<file path="src/rtl/apb_tlc_master.sv">
// APB requester that steps the traffic-light slave (CTRL write, then STATUS readback).
// Define TLC_MASTER_CHECK_EN to compare each readback against the expected lamp sequence.
module apb_tlc_master #(
    parameter int unsigned DWELL_CYCLES   = 16,
    parameter int unsigned TIMEOUT_CYCLES = 8,
    parameter logic [31:0] CTRL_ADDR      = 32'h0000_0004,
    parameter logic [31:0] STATUS_ADDR    = 32'h0000_0000
) (
    input  logic        pclk,
    input  logic        preset,
    input  logic        en,
    input  logic        step_req,
    input  logic        err_clr,
    output logic [31:0] paddr,
    output logic [31:0] pwdata,
    output logic        psel,
    output logic        penable,
    output logic        pwrite,
    input  logic        pready,
    input  logic        pslverr,
    input  logic [31:0] prdata,
    output logic [2:0]  lamp_a,
    output logic [2:0]  lamp_b,
    output logic        status_valid,
    output logic [15:0] step_count,
    output logic        busy,
    output logic        err,
    output logic        mismatch
);

    localparam int DW = $clog2(DWELL_CYCLES);
    localparam int TW = $clog2(TIMEOUT_CYCLES);
    localparam logic [DW-1:0] DWELL_LAST   = DW'(DWELL_CYCLES - 1);
    localparam logic [TW-1:0] TIMEOUT_LAST = TW'(TIMEOUT_CYCLES - 1);

    typedef enum logic [2:0] {
        IDLE, W_SETUP, W_ACCESS, GAP, R_SETUP, R_ACCESS
    } state_t;

    state_t         state_q, state_d;
    logic [DW-1:0]  timer_q, timer_d;
    logic [TW-1:0]  acc_q, acc_d;
    logic           pend_q, pend_d;
    logic [15:0]    step_count_q, step_count_d;
    logic           err_q, err_d;
    logic [2:0]     lamp_a_q, lamp_a_d, lamp_b_q, lamp_b_d;
    logic           status_valid_q, status_valid_d;
    logic           psel_q, psel_d, penable_q, penable_d, pwrite_q, pwrite_d;
    logic [31:0]    paddr_q, paddr_d, pwdata_q, pwdata_d;
    logic           busy_q, busy_d;

    logic start, acc_phase, timeout, wr_ok, rd_ok, xfer_err;

    // Only the lamp fields of STATUS are consumed.
    logic unused_prdata;
    assign unused_prdata = ^{prdata[31:19], prdata[15:3]};

    always_comb begin
        start     = (state_q == IDLE) && (pend_q || (en && (timer_q == DWELL_LAST)));
        acc_phase = (state_q == W_ACCESS) || (state_q == R_ACCESS);
        timeout   = acc_phase && !pready && (acc_q == TIMEOUT_LAST);
        wr_ok     = (state_q == W_ACCESS) && pready && !pslverr;
        rd_ok     = (state_q == R_ACCESS) && pready && !pslverr;
        xfer_err  = acc_phase && pready && pslverr;
    end

    always_ff @(posedge pclk or posedge preset) begin
        if (preset) state_q <= IDLE;
        else        state_q <= state_d;
    end

    always_comb begin
        state_d = state_q;
        case (state_q)
            IDLE:     if (start) state_d = W_SETUP;
            W_SETUP:  state_d = W_ACCESS;
            W_ACCESS: begin
                if (pready)       state_d = pslverr ? IDLE : GAP;
                else if (timeout) state_d = IDLE;
            end
            GAP:      state_d = R_SETUP;
            R_SETUP:  state_d = R_ACCESS;
            R_ACCESS: if (pready || timeout) state_d = IDLE;
            default:  state_d = IDLE;
        endcase
    end

    // Bus outputs are registered from the next state so they line up with state_q.
    always_comb begin
        timer_d        = timer_q;
        acc_d          = acc_q;
        pend_d         = step_req | (pend_q & ~start);
        step_count_d   = step_count_q + 16'(wr_ok);
        err_d          = (xfer_err || timeout) ? 1'b1 : (err_clr ? 1'b0 : err_q);
        lamp_a_d       = lamp_a_q;
        lamp_b_d       = lamp_b_q;
        status_valid_d = rd_ok;
        paddr_d        = paddr_q;
        pwdata_d       = pwdata_q;

        if (!en || start)          timer_d = '0;
        else if (state_q == IDLE)  timer_d = timer_q + DW'(1);

        if ((state_q == W_SETUP) || (state_q == R_SETUP)) acc_d = '0;
        else if (acc_phase)                               acc_d = acc_q + TW'(1);

        if (rd_ok) begin
            lamp_a_d = prdata[2:0];
            lamp_b_d = prdata[18:16];
        end

        psel_d    = (state_d == W_SETUP) || (state_d == W_ACCESS) ||
                    (state_d == R_SETUP) || (state_d == R_ACCESS);
        penable_d = (state_d == W_ACCESS) || (state_d == R_ACCESS);
        pwrite_d  = (state_d == W_SETUP) || (state_d == W_ACCESS);
        busy_d    = (state_d != IDLE);
        if (pwrite_d) begin
            paddr_d  = CTRL_ADDR;
            pwdata_d = 32'd1;
        end else if (psel_d) begin
            paddr_d  = STATUS_ADDR;
        end
    end

    always_ff @(posedge pclk or posedge preset) begin
        if (preset) begin
            timer_q        <= '0;
            acc_q          <= '0;
            pend_q         <= 1'b0;
            step_count_q   <= 16'd0;
            err_q          <= 1'b0;
            lamp_a_q       <= 3'b100;
            lamp_b_q       <= 3'b001;
            status_valid_q <= 1'b0;
            psel_q         <= 1'b0;
            penable_q      <= 1'b0;
            pwrite_q       <= 1'b0;
            paddr_q        <= 32'd0;
            pwdata_q       <= 32'd0;
            busy_q         <= 1'b0;
        end else begin
            timer_q        <= timer_d;
            acc_q          <= acc_d;
            pend_q         <= pend_d;
            step_count_q   <= step_count_d;
            err_q          <= err_d;
            lamp_a_q       <= lamp_a_d;
            lamp_b_q       <= lamp_b_d;
            status_valid_q <= status_valid_d;
            psel_q         <= psel_d;
            penable_q      <= penable_d;
            pwrite_q       <= pwrite_d;
            paddr_q        <= paddr_d;
            pwdata_q       <= pwdata_d;
            busy_q         <= busy_d;
        end
    end

`ifdef TLC_MASTER_CHECK_EN
    logic [2:0] idx_q, idx_d;
    logic       mismatch_q, mismatch_d;
    logic [5:0] exp_status;

    // Expected {lamp_b, lamp_a} after the write that moved the index.
    always_comb begin
        case (idx_q)
            3'd0:    exp_status = {3'b001, 3'b100};
            3'd1:    exp_status = {3'b001, 3'b010};
            3'd2:    exp_status = {3'b001, 3'b001};
            3'd3:    exp_status = {3'b100, 3'b001};
            3'd4:    exp_status = {3'b010, 3'b001};
            default: exp_status = {3'b001, 3'b001};
        endcase
        idx_d = wr_ok ? ((idx_q == 3'd5) ? 3'd0 : idx_q + 3'd1) : idx_q;
        if (rd_ok && ({prdata[18:16], prdata[2:0]} != exp_status)) mismatch_d = 1'b1;
        else if (err_clr)                                         mismatch_d = 1'b0;
        else                                                      mismatch_d = mismatch_q;
    end

    always_ff @(posedge pclk or posedge preset) begin
        if (preset) begin
            idx_q      <= 3'd0;
            mismatch_q <= 1'b0;
        end else begin
            idx_q      <= idx_d;
            mismatch_q <= mismatch_d;
        end
    end

    assign mismatch = mismatch_q;
`else
    assign mismatch = 1'b0;
`endif

    assign paddr        = paddr_q;
    assign pwdata       = pwdata_q;
    assign psel         = psel_q;
    assign penable      = penable_q;
    assign pwrite       = pwrite_q;
    assign lamp_a       = lamp_a_q;
    assign lamp_b       = lamp_b_q;
    assign status_valid = status_valid_q;
    assign step_count   = step_count_q;
    assign busy         = busy_q;
    assign err          = err_q;

endmodule

</file>
<file path="config.mk">
export PLATFORM = sky130hd
export DESIGN_NAME = apb_tlc_master
export DESIGN_NICKNAME = d
export VERILOG_FILES = /design/src/rtl/apb_tlc_master.sv
export SDC_FILE = /design/constraint.sdc
export NUM_CORES = 1
export LEC_CHECK = 0
export BUFFER_PORTS_ARGS = -buffer_cell sky130_fd_sc_hd__buf_2
export CAP_MARGIN = 20
export CELL_PAD_IN_SITES_DETAIL_PLACEMENT = 1
export CELL_PAD_IN_SITES_GLOBAL_PLACEMENT = 1
export CORE_UTILIZATION = 34
export DETAILED_ROUTE_END_ITERATION = 16
export PLACE_DENSITY_LB_ADDON = 0.1
export SLEW_MARGIN = 5
export SYNTH_ARGS = -nofsm -noshare
export SYNTH_HDL_FRONTEND = slang
export SYNTH_SLANG_ARGS = --single-unit
</file>
<file path="constraint.sdc">
create_clock -name pclk -period 6.3 [get_ports pclk]
set_input_delay 1.26 -clock pclk [delete_from_list [all_inputs] [get_ports pclk]]
set_output_delay 1.26 -clock pclk [all_outputs]
set_load 0.005 [all_outputs]
</file>
# --- Word-level counts from Yosys, hierarchy flattened ---
# Cells that the tools add are included.
word_totals:
  regBits: 72
  inputBits: 39
classes:
  n_addsub: 3
  eq_ne: 11
  mux: 14
  bitwise_logic: 3
  reduce_logical: 29
ops:
  columns: ["operator", "n"]
  rows:
  - ["32-bit 2-to-1 mux", 2]
  - ["3-bit 2-to-1 mux", 6]
  - ["3-bit one-hot mux with 6 select lines", 1]
  - ["16-bit by 1-bit adder with 16-bit output", 1]
  - ["3-bit equality test (second input constant)", 5]
  - ["1-bit logical AND", 10]
  - ["1-bit logical OR", 10]
  - ["3-bit by 2-bit equality test with 1-bit output (second input constant)", 3]
  - ["4-bit 2-to-1 mux", 2]
  - ["2-bit nonzero test", 4]
  - ["3-bit by 1-bit equality test with 1-bit output (second input constant)", 2]
  - ["4-bit by 1-bit adder with 4-bit output (second input constant)", 1]
  - ["4-bit equality test (second input constant)", 1]
  - ["3-bit by 1-bit adder with 3-bit output (second input constant)", 1]
  - ["1-bit zero test", 3]
  - ["3-bit zero test", 1]
  - ["3-bit nonzero test", 1]
  - ["1-bit 2-to-1 mux", 2]
  - ["2-bit 2-to-1 mux", 1]
  - ["1-bit bitwise AND", 1]
  - ["1-bit inverter", 1]
  - ["1-bit OR", 1]

# --- Logic depth before layout (Yosys ltp) ---
# Gate-level depths: netlist of the first run.
logic_depth:
  depth_word: 13
  depth_mapped: 9
  mapped_depth_nobuf: 8

# --- Worst setup path before layout of the first run ---
# OpenSTA, ideal clock, no wires.
synth_path:
  kind: "in2reg"
  start: "in pready"
  end: "reg step_count_q[12] (netlist: step_count[12])"
  setup_time_ns: 0.079
  arrival_ns: 2.473
  slack_ns: 3.748
  cell_stages: 8
  n_path_buf: 0
  path_cell_list: "nor2b_1 -> nand2_1 -> inv_1 -> ha_1 -> ha_1 -> nand3_1 -> nor4_1 -> xor2_1"
synth_between:
  elab_chain_len: 3
synth_lines:
  columns: ["item", "line", "text"]
  rows:
  - ["start, declared", "19", "input logic pready,"]
  - ["1-bit logical AND (2 in a row)", "62", "wr_ok = (state_q == W_ACCESS) && pready && !pslverr;"]
  - ["16-bit by 1-bit adder with 16-bit output", "93", "step_count_d = step_count_q + 16'(wr_ok);"]
  - ["named net step_count_d[12]", "44", "logic [15:0] step_count_q, step_count_d;"]
  - ["end signal, assigned", "145", "step_count_q <= step_count_d;"]
  - ["end, declared", "44", null]
# The timed path passes the listed nets, and every way through them passes these cells.
# A chain may end at the register's enable or synchronous reset.

# --- Worst setup path after layout of the first run ---
# Ends and elaborated chain as after synthesis.

==> results by group, run 1 <==
Timing
  • Maximum clock frequency: 0.361 GHz
  • Fin crit share: 0.440
  • Rel. slew slack: 0.588
  • Clk_skew: approximately 4 ps
  • Setup violations, final: 0
  • Final Hold Fails: 0
  • Fin crit period: 2770 ps
  • Pins Over Slew Limit: 0
  • Slew @ Worst Pin: between 600 and 700 ps
  • Unrepaired setup endpoints after global routing: no
  • Setup_tns: 0 ps

Drt
  • DRC: 9
  • Drt first pass iters: 12
  • Met1 Wirelength: 2180 um
  • Max Used Layer: met4
  • Final WL: 4620 um
  • Met2 WL: about 2100 um
  • Via density: 4.40
  • Met3 wire length: between 200 and 250 um
  • Initial detailed-routing violation count: 47
  • Routed wire per std cell: 13.0 um
  • ANT nets after route: 0
  • Routed via count: between 1,500 and 2,000

Synth
  • Post-synth top area share: 0.417
  • Top post-synthesis cells by area: dfrtp_1, buf_4, xor2_1
  • Synth Cell Area: ~2300 um^2
  • Proportion of synthesized area in mux cells: 0.0331
  • Synth unique cells: 44
  • Simple-Gate Fraction of Synth Area: 0.108
  • Mapped Cells: 233
  • Synth Warn #: 0
  • Area leader, netlist: dfrtp_1
  • Post-Synth Adder-Cell Area: 0.0267
  • Largest family of logic cells by synthesized area: buffers and inverters
  • Synthesized area per cell: 10.0 um^2
  • Sequential area share after synthesis: 0.439
  • Yosys reg bits: a little over 40
  • Post-synthesis xor/xnor area fraction: 0.0524
  • Complex-gate fraction of the synthesized area: 0.105

CTS
  • Clk pin slew, worst setup/hold paths: 80 ps
  • Total number of clock tree sinks: between 40 and 50
  • TritonCTS clock tree: built
  • CTS buffer count: 5
  • # hold bufs at CTS: 0
  • Cts repair resizes: 0
  • Setup Buffers After CTS: 0
  • Maximum clock path buffer count: 2
  • H-tree levels: 2
  • Clk root buf: clkbuf_8
  • Clk_lat worst skew: 290 ps

Pwr
  • LEAKAGE: between 0.001 and 0.0015 uW
  • PD cells: 338 nW/um^2
  • VDD IR-drop max: 0.000145 V

Worst setup path
  • FF-to-FF Start: state_q[1]
  • Slack of the worst reg-to-reg path: about 3700 ps
  • Reg2reg path depth: 8
  • Worst EP required: 6520 ps
  • Critical path arrival: 2990 ps
  • Endpoint class of the critical path: flip-flop
  • Critical path type: input pin to flip-flop
  • Largest fanout on the critical path: 6
  • FF-to-FF End: step_count[12]
  • CP Launch Type: input pin

Die
  • Die width: 85.0 um
  • Die height: 85.0 um
  • Initial Util: 0.360
  • Core Rows: 29
  • IO Count: 132
  • Die Area: 7220 um^2
  • Core Footprint: 6490 um^2

Global routing
  • Vias in the first global route: 1,510
  • Antenna violations before repair: 0
  • GRT Total Usage: 0.131
  • Gr ovfl total: 0
  • First-pass GRT wire length: 7410 um
  • Largest net degree at the start of global routing: 42

Place
  • I/O Buffers: 42
  • Dpl cell area: about 2400 um^2
  • Hpwl dp: 3310 um
  • Routability congestion estimate from global placement: 0.743

Cells and area
  • Diode count: 0
  • Final instance area: 2490 um^2
  • Fillers: 753
  • Final nets: 320
  • Ratio of cells with drive above 1 in the final layout: 0.209
  • Area Growth Syn to Fin: 6.36%
  • Post-layout util: 0.383

Status
  • Outcome: finished with violations
  • Failing checks: design-rule violations

Worst hold path
  • Hold EP: step_count[15]
  • Hold Path Depth: 1
  • Hold crit path type: flip-flop to flip-flop
  • Hold path start: step_count[15]

Run
  • Max cap viols: 0
-- power by group --
| part | switching [uW] | internal (uW) |
|---|---|---|
| Sequential | 64.7 | 331 |
| Combinational | 126 | 108 |
| Clock | 94.7 | 118 |
| Total | 286 | 557 |
-- layout make-up --
type	instances	area, um^2	share of cell area
Clock buffer	6	72.6	0.0291
Clock inverter	2	35.0	0.0141
Inverter	11	41.3	0.0166
Multi-Input combinational cell	174	998	0.401
Sequential cell	41	1030	0.413
Tap cell	77	96.3	0.0387
Timing Repair Buffer	43	218	0.0874
-- synth_stat cells (all sizes together) --
cell	count
a211oi	1
a21boi	3
a21o	1
a21oi	5
a221o	2
a22o	2
a31oi	1
a41o	1
a41oi	1
and3	1
buf	65
clkbuf	4
conb	1
dfrtp	39
dfstp	2
ha	5
inv	11
mux2	6
mux2i	1
nand2	9
nand2b	2
nand3	11
nand4	3
nor2	7
nor2b	3
nor3	7
nor3b	1
nor4	4
o2111ai	1
o211a	1
o211ai	1
o21a	2
o21ai	8
o22ai	1
o311a	1
o311ai	1
o31ai	2
or3	1
or4	1
xnor2	4
xor2	10
-- flip-flops by register name, indices dropped and copies added (netlist names) --
signal	count
step_count	16
timer_q	4
acc_q	3
lamp_a	3
lamp_b	3
state_q	3
busy	1
err	1
paddr	1
penable	1
pend_q	1
psel	1
pwdata	1
pwrite	1
status_valid	1
-- worst max-delay path, stage by stage --
cell	delay, ps
buf_2	130
nor2b_1	280
nand2_1	140
inv_1	100
ha_1	190
ha_1	200
nand3_1	230
nor4_1	280
xor2_1	180
-- worst max-delay path by stage --
stage               startpoint             end  slack [ps]  depth (start not counted)
detailed placement      pready  step_count[12]        3210                          9
global route            pready  step_count[12]        3300                          9
CTS                     pready  step_count[12]        3490                          9
global placement        pready  step_count[12]        3200                          9
floorplan               pready  step_count[12]        3750                          8
finish                  pready  step_count[12]        3530                          9
-- metal layers --
metal  vias to the layer above  global-route usage
met2                        50               0.210
met1                       745               0.168
met5                         -                   0
met4                         0              0.0462
li1                        754                   -
met3                         7              0.0389
-- placed cells by master (no fill, tap or decap), types with 6 or more instances in the layout --
| cell | n |
|---|---|
| xor2_1 | 10 |
| nor2_1 | 7 |
| nand2_1 | 9 |
| dfrtp_1 | 39 |
| o21ai_0 | 8 |
| mux2_2 | 6 |
| nand3_1 | 11 |
| inv_1 | 11 |
| conb_1 | 63 |
| buf_2 | 42 |
| nor3_1 | 7 |
-- metrics by stage --
stage | worst slack, ps | power (uW) | hold WS [ps] | instances
after floorplan | 3750 | 575 | 460 | 295
after global placement | 3200 | 633 | 445 | 346
after detailed placement | 3210 | 635 | 468 | 346
after CTS | 3490 | 855 | 488 | 354
after global routing | 3300 | 904 | 495 | 354
final | 3530 | 842 | 475 | 354
-- logic make-up (layout without fill, tap and decap cells) --
| group | count (synthesis) | in the layout |
|---|---|---|
| AO/OA/AOI/OAI | 35 | 35 |
| XOR/XNOR | 14 | 14 |
| multiplexers | 7 | 7 |
| other | 1 | 63 |
| buffers and inverters | 80 | 62 |
| AND/OR/NAND/NOR | 50 | 50 |
| adder cells (fa/ha/maj) | 5 | 5 |
| flip-flops | 41 | 41 |
(Power assumes the default switching activity.)
==> run 2: changes to the inputs <==
--- a/config.mk
+++ b/config.mk
@@ -5,11 +5,12 @@
 export SDC_FILE = /design/constraint.sdc
 export NUM_CORES = 1
 export LEC_CHECK = 0
+export ABC_AREA = 1
 export BUFFER_PORTS_ARGS = -buffer_cell sky130_fd_sc_hd__buf_2
 export CAP_MARGIN = 20
 export CELL_PAD_IN_SITES_DETAIL_PLACEMENT = 1
 export CELL_PAD_IN_SITES_GLOBAL_PLACEMENT = 1
-export CORE_UTILIZATION = 34
+export CORE_UTILIZATION = 31
 export DETAILED_ROUTE_END_ITERATION = 16
 export PLACE_DENSITY_LB_ADDON = 0.1
 export SLEW_MARGIN = 5
==> constraint.sdc (replaced) <==
create_clock -name pclk -period 2.7 [get_ports pclk]
set_input_delay 0.54 -clock pclk [delete_from_list [all_inputs] [get_ports pclk]]
set_output_delay 0.54 -clock pclk [all_outputs]
set_load 0.005 [all_outputs]
==> results by group, run 2 <==
Place
  • Hpwl dp: 3470 um
  • Setup WS pre-CTS: just over 500 ps
  • I/O Buffers: 42
  • Routability congestion estimate from global placement: between 0.8 and 0.9

Drt
  • Initial detailed-routing violation count: 69
  • ANT nets after route: 0
  • Routed wire per std cell: 10.9 um
  • Met2 WL: 2140 um
  • Drt first pass iters: 4
  • Routed via count: 1,716
  • Max Used Layer: met4
  • Met3 wire length: ~260 um
  • Final WL: approximately 4600 um
  • Via density: 4.09
  • Met1 Wirelength: 2080 um
  • DRC: 0

CTS
  • H-tree levels: 2
  • CTS buffer count: 5
  • TritonCTS clock tree: built
  • # hold bufs at CTS: 0
  • Setup Buffers After CTS: 0
  • Clk_lat worst skew: 290 ps
  • Clk pin slew, worst setup/hold paths: 80 ps
  • Maximum clock path buffer count: 2
  • Total number of clock tree sinks: 41
  • Cts repair resizes: 0
  • Clk root buf: clkbuf_8

Cells and area
  • Most frequent cells in the layout: conb_1, nand2_1, buf_2
  • Diode count: 0
  • Area Growth Syn to Fin: 9.30%
  • Final nets: 364
  • Fillers: 955
  • Number of flip-flops in the largest register: 16
  • Most common cell after layout, fill and taps aside: conb_1
  • Ratio of cells with drive above 1 in the final layout: 0.206

Die
  • Die height: between 80 and 90 um
  • Core Rows: 31
  • Die Area: around 7900 um^2
  • IO Count: 132
  • Initial Util: 0.321
  • Core Footprint: 7290 um^2
  • Die width: 88.9 um

Synth
  • Synthesized area per cell: around 8.6 um^2
  • Synth top cells by count: buf_4, nand2_1, dfrtp_1
  • Top post-synthesis cells by area: dfrtp_1, buf_4, nand2_1
  • Synth unique cells: 24
  • Synth Warn #: 0
  • Synth Cell Area: 2340 um^2
  • EDFF count, synth: 0
  • Top-count cell post-synth: buf_4
  • Sequential area share after synthesis: 0.440
  • FFs w/ async S/R, synth: 1.00
  • Yosys reg bits: 41
  • Area leader, netlist: dfrtp_1
  • Ys flop type: dfrtp_1
  • Post-synth top area share: 0.417
  • Mapped Cells: approximately 270

Pwr
  • Switching Fraction: 0.345
  • Psw: between 600 and 700 uW
  • VDD IR-drop max: 0.000318 V
  • Reg power frac: 0.444
  • PD cells: 779 nW/um^2
  • Clk pwr share: 0.258
  • Logic gate share of total power: 0.298
  • Total internal power: 1310 uW
  • LEAKAGE: between 0.001 and 0.0015 uW

Timing
  • Setup violations, final: 0
  • Final worst slack: 786 ps
  • Slew @ Worst Pin: 540 ps
  • Final Hold Fails: 0
  • Setup_tns: 0 ps
  • Fin crit share: 0.709
  • Fin crit period: ~1900 ps
  • Unrepaired setup endpoints after global routing: no
  • Maximum clock frequency: around 0.52 GHz
  • Rel. slew slack: 0.640
  • Clk_skew: 6.21 ps
  • Pins Over Slew Limit: 0

Worst setup path
  • Largest fanout on the critical path: 6
  • Slack of the worst reg-to-reg path: between 700 and 800 ps
  • Critical path type: flip-flop to flip-flop
  • Worst path bufs/invs: 2
  • Critical path arrival: 2130 ps
  • Slowest cell on the critical path: dfrtp_1
  • Endpoint class of the critical path: flip-flop
  • CP Cell Sequence: inv_2 > nand3_2 > nor2_1 > ha_1 > ha_1 > inv_1 > nor2_1 > a21oi_1 > a21oi_1
  • Family with the most delay on the worst path: adder cells
  • CP Launch Type: flip-flop
  • Critical Path Max Stage Delay: between 400 and 500 ps
  • Worst EP required: 2920 ps

Global routing
  • Gr ovfl total: 0
  • Vias in the first global route: about 1,700
  • Largest net degree at the start of global routing: 42
  • First-pass GRT wire length: 7560 um
  • GRT Total Usage: 0.125
  • Antenna violations before repair: 0

Run
  • Max cap viols: 0

Worst hold path
  • Hold crit path type: input pin to asynchronous set/reset pin

Status
  • Outcome: completed
==> run 2: path summary, 6_finish.rpt <==
| kind | endpoint | cells after the start | start |
|---|---|---|---|
| worst min register to register | lamp_b[0] | 2 | lamp_b[0] |
| worst min-delay path | step_count[3] | 3 | preset |
| min in group pclk | err | 2 | err_clr |
| worst max register to register | step_count[8] | 9 | state_q[0] |
| worst max-delay path | step_count[8] | 9 | state_q[0] |
| max in group asynchronous | pwrite | 3 | preset |
==> run 2: power by group through the flow <==
stage | clock, uW | combinational [uW] | sequential, uW
2_1_floorplan | 0 | 437 | 895
3_3_place_gp | 0 | 597 | 894
3_5_place_dp | 0 | 610 | 899
4_1_cts | 538 | 614 | 887
5_1_grt | 558 | 698 | 908
6_report | 513 | 595 | 885
==> run 2: metal layers <==
layer,vias up,track usage
li1,824,-
met5,-,0
met2,70,0.208
met1,815,0.158
met3,7,0.0205
met4,0,0.0616
==> run 2: cell type report <==
cell class | instances | area [um^2] | share of cell area
Clock buffer | 7 | 86.3 | 0.0338
Multi-Input combinational cell | 202 | 970 | 0.379
Tap cell | 99 | 124 | 0.0484
Timing Repair Buffer | 43 | 218 | 0.0851
Sequential cell | 41 | 1030 | 0.402
Inverter | 27 | 101 | 0.0396
Clock inverter | 1 | 30.0 | 0.0117
==> run 2: kinds of logic after synthesis <==
family / after synthesis / synth area share
xor+xnor: 10 / 0.0374
simple gates: 102 / 0.196
other cells: 1 / 0.00160
flops: 41 / 0.440
fa+ha+maj: 5 / 0.0267
buf+inv: 90 / 0.245
compound gates: 22 / 0.0529
==> run 2: tightest hold or removal path: stages <==
cell and delay [ps]:
buf_2 90, inv_1 40, buf_4 440
==> run 2: stage by stage <==
step	hold WS [ps]	area, um^2	total power (uW)	instances	util
6_report	370	2560	1990	420	0.351
5_1_grt	422	2560	2160	420	0.351
4_1_cts	400	2560	2040	420	0.351
3_5_place_dp	473	2440	1510	412	0.335
3_3_place_gp	461	2440	1490	412	0.335
2_1_floorplan	450	2570	1330	333	-
